<file path="src/rtl/sensor_poll_if.sv">
// Signal bundle between the sensor scanner and its environment.
// The master side drives the enable level and the shared sensor return line.
// The slave side (the scanner) drives the select lines and the results.
interface sensor_poll_if;
  logic       enable;
  logic       sense_in;
  logic [3:0] sel;
  logic [3:0] sensors;
  logic       fault;
  logic       scan_done;

  modport master (
    output enable,
    output sense_in,
    input  sel,
    input  sensors,
    input  fault,
    input  scan_done
  );

  modport slave (
    input  enable,
    input  sense_in,
    output sel,
    output sensors,
    output fault,
    output scan_done
  );
endinterface

</file>
<file path="src/rtl/sensor_poll.sv">
// Four-sensor scanning front end.
// The block walks a one-hot select across four sensors that share one return
// line. It waits a settle time for each sensor and then samples it once.
// After each full scan it commits a two-scan debounced vector, a fault flag
// derived from that vector, and a one-cycle scan_done strobe.
module sensor_poll #(
  parameter int SETTLE_CYCLES = 4
) (
  input  logic         clk,
  input  logic         n_rst,
  sensor_poll_if.slave bus
);

  localparam int CW = $clog2(SETTLE_CYCLES + 1);
  localparam logic [CW-1:0] CNT_LAST = CW'(SETTLE_CYCLES - 1);
  localparam logic [CW-1:0] CNT_ONE  = CW'(1);
  localparam logic [CW-1:0] CNT_ZERO = CW'(0);

  typedef enum logic [1:0] {
    IDLE   = 2'd0,
    SETTLE = 2'd1,
    SAMPLE = 2'd2,
    DONE   = 2'd3
  } state_t;

  // Fault rule: sensor 0 alone, or sensor 1 together with sensor 2 or 3.
  function automatic logic fault_rule(input logic [3:0] s);
    return s[0] | (s[1] & (s[2] | s[3]));
  endfunction

  // A bit follows the new sample only when two consecutive scans agree;
  // otherwise the previously published value is held.
  function automatic logic [3:0] debounce(input logic [3:0] cur,
                                          input logic [3:0] prev,
                                          input logic [3:0] held);
    logic [3:0] agree;
    agree = ~(cur ^ prev);
    return (cur & agree) | (held & ~agree);
  endfunction

  state_t        state_r, state_s;
  logic [1:0]    idx_r, idx_s;
  logic [CW-1:0] cnt_r, cnt_s;
  logic [3:0]    sel_r, sel_s;
  logic [3:0]    cur_r, cur_s;
  logic [3:0]    prev_r, prev_s;
  logic [3:0]    sensors_r, sensors_s;
  logic          fault_r, fault_s;
  logic          done_r, done_s;

  // State and datapath registers; outputs clear immediately on reset.
  always_ff @(posedge clk or negedge n_rst) begin
    if (!n_rst) begin
      state_r   <= IDLE;
      idx_r     <= 2'd0;
      cnt_r     <= CNT_ZERO;
      sel_r     <= 4'b0000;
      cur_r     <= 4'b0000;
      prev_r    <= 4'b0000;
      sensors_r <= 4'b0000;
      fault_r   <= 1'b0;
      done_r    <= 1'b0;
    end else begin
      state_r   <= state_s;
      idx_r     <= idx_s;
      cnt_r     <= cnt_s;
      sel_r     <= sel_s;
      cur_r     <= cur_s;
      prev_r    <= prev_s;
      sensors_r <= sensors_s;
      fault_r   <= fault_s;
      done_r    <= done_s;
    end
  end

  // Next-state logic; sel and scan_done are computed one cycle early so
  // that their registered copies line up with the state they belong to.
  always_comb begin
    state_s   = state_r;
    idx_s     = idx_r;
    cnt_s     = cnt_r;
    sel_s     = sel_r;
    cur_s     = cur_r;
    prev_s    = prev_r;
    sensors_s = sensors_r;
    fault_s   = fault_r;
    done_s    = 1'b0;

    case (state_r)
      IDLE: begin
        if (bus.enable) begin
          state_s = SETTLE;
          idx_s   = 2'd0;
          cnt_s   = CNT_ZERO;
          sel_s   = 4'b0001;
        end else begin
          state_s = IDLE;
          sel_s   = 4'b0000;
        end
      end

      SETTLE: begin
        cnt_s = cnt_r + CNT_ONE;
        if (cnt_r == CNT_LAST) begin
          state_s = SAMPLE;
        end else begin
          state_s = SETTLE;
        end
      end

      SAMPLE: begin
        cur_s[idx_r] = bus.sense_in;
        if (idx_r == 2'd3) begin
          state_s = DONE;
          sel_s   = 4'b0000;
          done_s  = 1'b1;
        end else begin
          state_s = SETTLE;
          idx_s   = idx_r + 2'd1;
          cnt_s   = CNT_ZERO;
          sel_s   = {sel_r[2:0], 1'b0};
        end
      end

      DONE: begin
        sensors_s = debounce(cur_r, prev_r, sensors_r);
        prev_s    = cur_r;
        fault_s   = fault_rule(sensors_s);
        idx_s     = 2'd0;
        cnt_s     = CNT_ZERO;
        if (bus.enable) begin
          state_s = SETTLE;
          sel_s   = 4'b0001;
        end else begin
          state_s = IDLE;
          sel_s   = 4'b0000;
        end
      end

      default: begin
        state_s = IDLE;
        sel_s   = 4'b0000;
      end
    endcase
  end

  assign bus.sel       = sel_r;
  assign bus.sensors   = sensors_r;
  assign bus.fault     = fault_r;
  assign bus.scan_done = done_r;

endmodule

</file>
<file path="src/flat_wrapper.sv">
// flat-port wrapper written by rule: the top's interface ports become plain ports
module sensor_poll_flat 
#(
  parameter int SETTLE_CYCLES = 4
)
  (clk, n_rst, bus_enable, bus_sense_in, bus_sel, bus_sensors, bus_fault, bus_scan_done);
  sensor_poll_if bus_i ();
  input  logic clk;
  input  logic n_rst;
  input wire logic [$bits(bus_i.enable)-1:0] bus_enable;
  input wire logic [$bits(bus_i.sense_in)-1:0] bus_sense_in;
  output wire logic [$bits(bus_i.sel)-1:0] bus_sel;
  output wire logic [$bits(bus_i.sensors)-1:0] bus_sensors;
  output wire logic [$bits(bus_i.fault)-1:0] bus_fault;
  output wire logic [$bits(bus_i.scan_done)-1:0] bus_scan_done;
  assign bus_i.enable = bus_enable;
  assign bus_i.sense_in = bus_sense_in;
  assign bus_sel = bus_i.sel;
  assign bus_sensors = bus_i.sensors;
  assign bus_fault = bus_i.fault;
  assign bus_scan_done = bus_i.scan_done;
  sensor_poll #(.SETTLE_CYCLES(SETTLE_CYCLES)) u_core (.clk(clk), .n_rst(n_rst), .bus(bus_i));
endmodule
</file>
<file path="config.mk">
export PLATFORM = sky130hd
export DESIGN_NAME = sensor_poll_flat
export DESIGN_NICKNAME = d
export VERILOG_FILES = /design/src/rtl/sensor_poll_if.sv /design/src/rtl/sensor_poll.sv /design/src/flat_wrapper.sv
export SDC_FILE = /design/constraint.sdc
export NUM_CORES = 1
export LEC_CHECK = 0
export BUFFER_PORTS_ARGS = -buffer_cell sky130_fd_sc_hd__buf_2
export CAP_MARGIN = 5
export CORE_ASPECT_RATIO = 1.25
export CORE_MARGIN = 5
export CORE_UTILIZATION = 60
export DETAILED_ROUTE_END_ITERATION = 7
export PLACE_DENSITY_LB_ADDON = 0.25
export SYNTH_ARGS = -nofsm -noshare
export SYNTH_HDL_FRONTEND = slang
export SYNTH_SLANG_ARGS = --single-unit
</file>
<file path="constraint.sdc">
create_clock -name clk -period 2.4 [get_ports clk]
set_input_delay 0.48 -clock clk [delete_from_list [all_inputs] [get_ports clk]]
set_output_delay 0.48 -clock clk [all_outputs]
set_load 0.05 [all_outputs]
</file>
==> flow_metrics.tcl <==
set metrics [dict create \
    outcome "finished, final reports clean" \
    antenna_found_initial 0 \
    clock.fmax_mhz 664 \
    area_growth_pct 8.32 \
    min_period_ns 1.51 \
    n_antenna_cell 0 \
    required_ns 1.92 \
    nets 144 \
    critPathArrivalTime_ns 1.03 \
    clock_path_buffers 2 \
    post_cts_buffers 0 \
    routed_wl_um 2020 \
    htreeDepth 1 \
    cts_buffers 3 \
    path_clk_slew_ns 0.12 \
    overflow 0 \
    fin_crit_sh_pct 62.7 \
    yosysUniqueCellTypes 25 \
    hp-class "in2async" \
    clock_latency_ns 0.31 \
    end_kind "output port" \
    tightest_slew_ns 0.530 \
    syn_area_per_cell_um2 11.1 \
    die_y_um 61.0 \
    routabilityCongestion 0.867 \
    maxSlewViolCount 0 \
    core_um2 1980 \
    grt_pass1_vias 852 \
    finalSetupViolations 0 \
    path_cells "buf_2" \
    drive_gt1_share_pct 26.6 \
    synth-seq-cells 25 \
    grt_pass1_wl_um 3640 \
    crit_fanout 5 \
    ys_seq_area_share_pct 50.1 \
    clock-sinks 25 \
    die_area_um2 3100 \
    yosys_warnings 0 \
    skew_ns 0.00300 \
    dp_hpwl_um 1590 \
    cts-resized-gates 0 \
    dr.pass1.iters 4 \
    finalSetupTns_ns 0 \
    routed-via-count 839 \
    final-hold-violation-count 0 \
    cpLargestDelayFamily "flip-flops" \
    irDropWorstVdd_v 0.000840 \
    num_io_pins 14 \
    cts_tree "yes" \
    port-buffer-count 13 \
    slew_headroom_pct 64.6 \
    layout_common_cells "dfrtp_1, nand2_1, buf_2" \
    grt_usage_pct 15.8 \
    synth_nets 128 \
    cpPeakStageDelay_ns 0.43 \
    cp_slowest_cell "dfrtp_1" \
    critPathBufInv 1 \
    start_kind "flop" \
    max_cap_violations 0 \
    start_util_pct 63.0 \
    syn_area_um2 1250 \
    ant_nets 0 \
    powerDensity_nw_per_um2 1050 \
    drt-initial-drc-count 20 \
    grt_max_degree 26 \
    worst-setup-path-type "reg2out" \
    syn_inst 113 \
    wl_per_cell_um 13.7 \
    fp.dieW_um 50.8 \
    layout_commonest_cell "dfrtp_1" \
    cts_root_buf "clkbuf_4" \
    rows 18 \
    hold_buffers 0 \
    rsz0062_at_grt "no" \
    fin_hold_ws_ns 0.123 \
    drc 0 \
    via_per_inst 5.67 \
    p_leak_nw 0.647 \
]
[flip-flops by register name (all words and copies together), names as in the netlist]
register / cells
u_core.state_r: 2
u_core.bus.fault: 1
u_core.bus.scan_done: 1
u_core.cnt_r: 3
u_core.bus.sel: 4
u_core.cur_r: 4
u_core.prev_r: 4
u_core.bus.sensors: 4
u_core.idx_r: 2
[power by group]
group / total [W] / internal [W] / switching (W)
logic: 0.000619 / 0.000244 / 0.000375
clock network: 0.000183 / 0.0000650 / 0.000118
registers: 0.000620 / 0.000535 / 0.0000849
[per-layer routing]
layer | wire [µm] | share of wire [%] | global-route usage, % | up-vias
met5 | 0 | 0 | 0 | -
met4 | 44 | 2.2 | 8.76 | 0
met3 | 64 | 3.2 | 3.19 | 4
met2 | 1070 | 53 | 27.1 | 15
met1 | 845 | 42 | 18.3 | 405
li1 | - | - | - | 415
[cells in the mapped netlist]
library cell / number / area share [%]
dfrtp_1: 25 / 50
nand2_1: 13 / 3.9
ha_1: 11 / 11
o21ai_0: 10 / 4.0
a21oi_1: 9 / 3.6
mux2_2: 9 / 8.1
nand2b_1: 6 / 3.0
inv_1: 5 / 1.5
nor2_1: 5 / 1.5
o21ai_2: 3 / 2.1
mux2i_1: 2 / 1.6
nor2b_1: 2 / 1.0
a22oi_1: 1 / 0.60
a32o_1: 1 / 0.80
and2b_1: 1 / 0.60
buf_2: 1 / 0.40
buf_4: 1 / 0.60
inv_4: 1 / 0.50
maj3_1: 1 / 0.80
nand2_2: 1 / 0.50
nand3_1: 1 / 0.40
nor3_4: 1 / 1.3
o31a_2: 1 / 0.80
or2_2: 1 / 0.50
or2_4: 1 / 0.70
[worst paths after layout]
kind | slack (ns) | to | cells past startpoint | from
max in group asynchronous | 1.93 | u_core.cur_r[1] | 1 | n_rst
worst max-delay path | 0.89 | bus_sensors[0] | 1 | u_core.bus.sensors[0]
worst max register to register | 0.92 | u_core.bus.fault | 3 | u_core.state_r[0]
worst min-delay path | 0.12 | u_core.bus.sensors[0] | 1 | n_rst
worst min register to register | 0.50 | u_core.bus.sel[3] | 2 | u_core.bus.sel[3]
min in group clk | 0.44 | u_core.cur_r[1] | 2 | bus_sense_in
[final cells by class]
class / count / area (µm²)
fillers: 159 / 629
well taps: 20 / 25.0
repair buffers: 13 / 65.1
inverters: 6 / 25.0
clock buffers: 4 / 26.3
multi-input cells: 80 / 586
flip-flops and latches: 25 / 626
[kinds of logic after synthesis]
| logic type | Yosys count | synth area share (%) |
|---|---|---|
| AO/OA/AOI/OAI | 25 | 11.9 |
| adder cells (fa/ha/maj) | 12 | 11.8 |
| buffers and inverters | 8 | 3.01 |
| flip-flops | 25 | 50.1 |
| multiplexers | 11 | 9.72 |
| AND/OR/NAND/NOR | 32 | 13.4 |
[metrics by stage]
stage	instance area, µm²	cells	power (W)	setup slack, ns	util (%)
floorplan	1250	113	0.00112	1.05	-
global placement	1330	144	0.00123	0.973	66.9
detailed placement	1330	144	0.00126	0.932	66.9
CTS	1350	148	0.00144	0.881	68.2
global route	1350	148	0.00153	0.816	68.2
finish	1350	148	0.00142	0.894	68.2
Power figures use the tool's default switching activity.
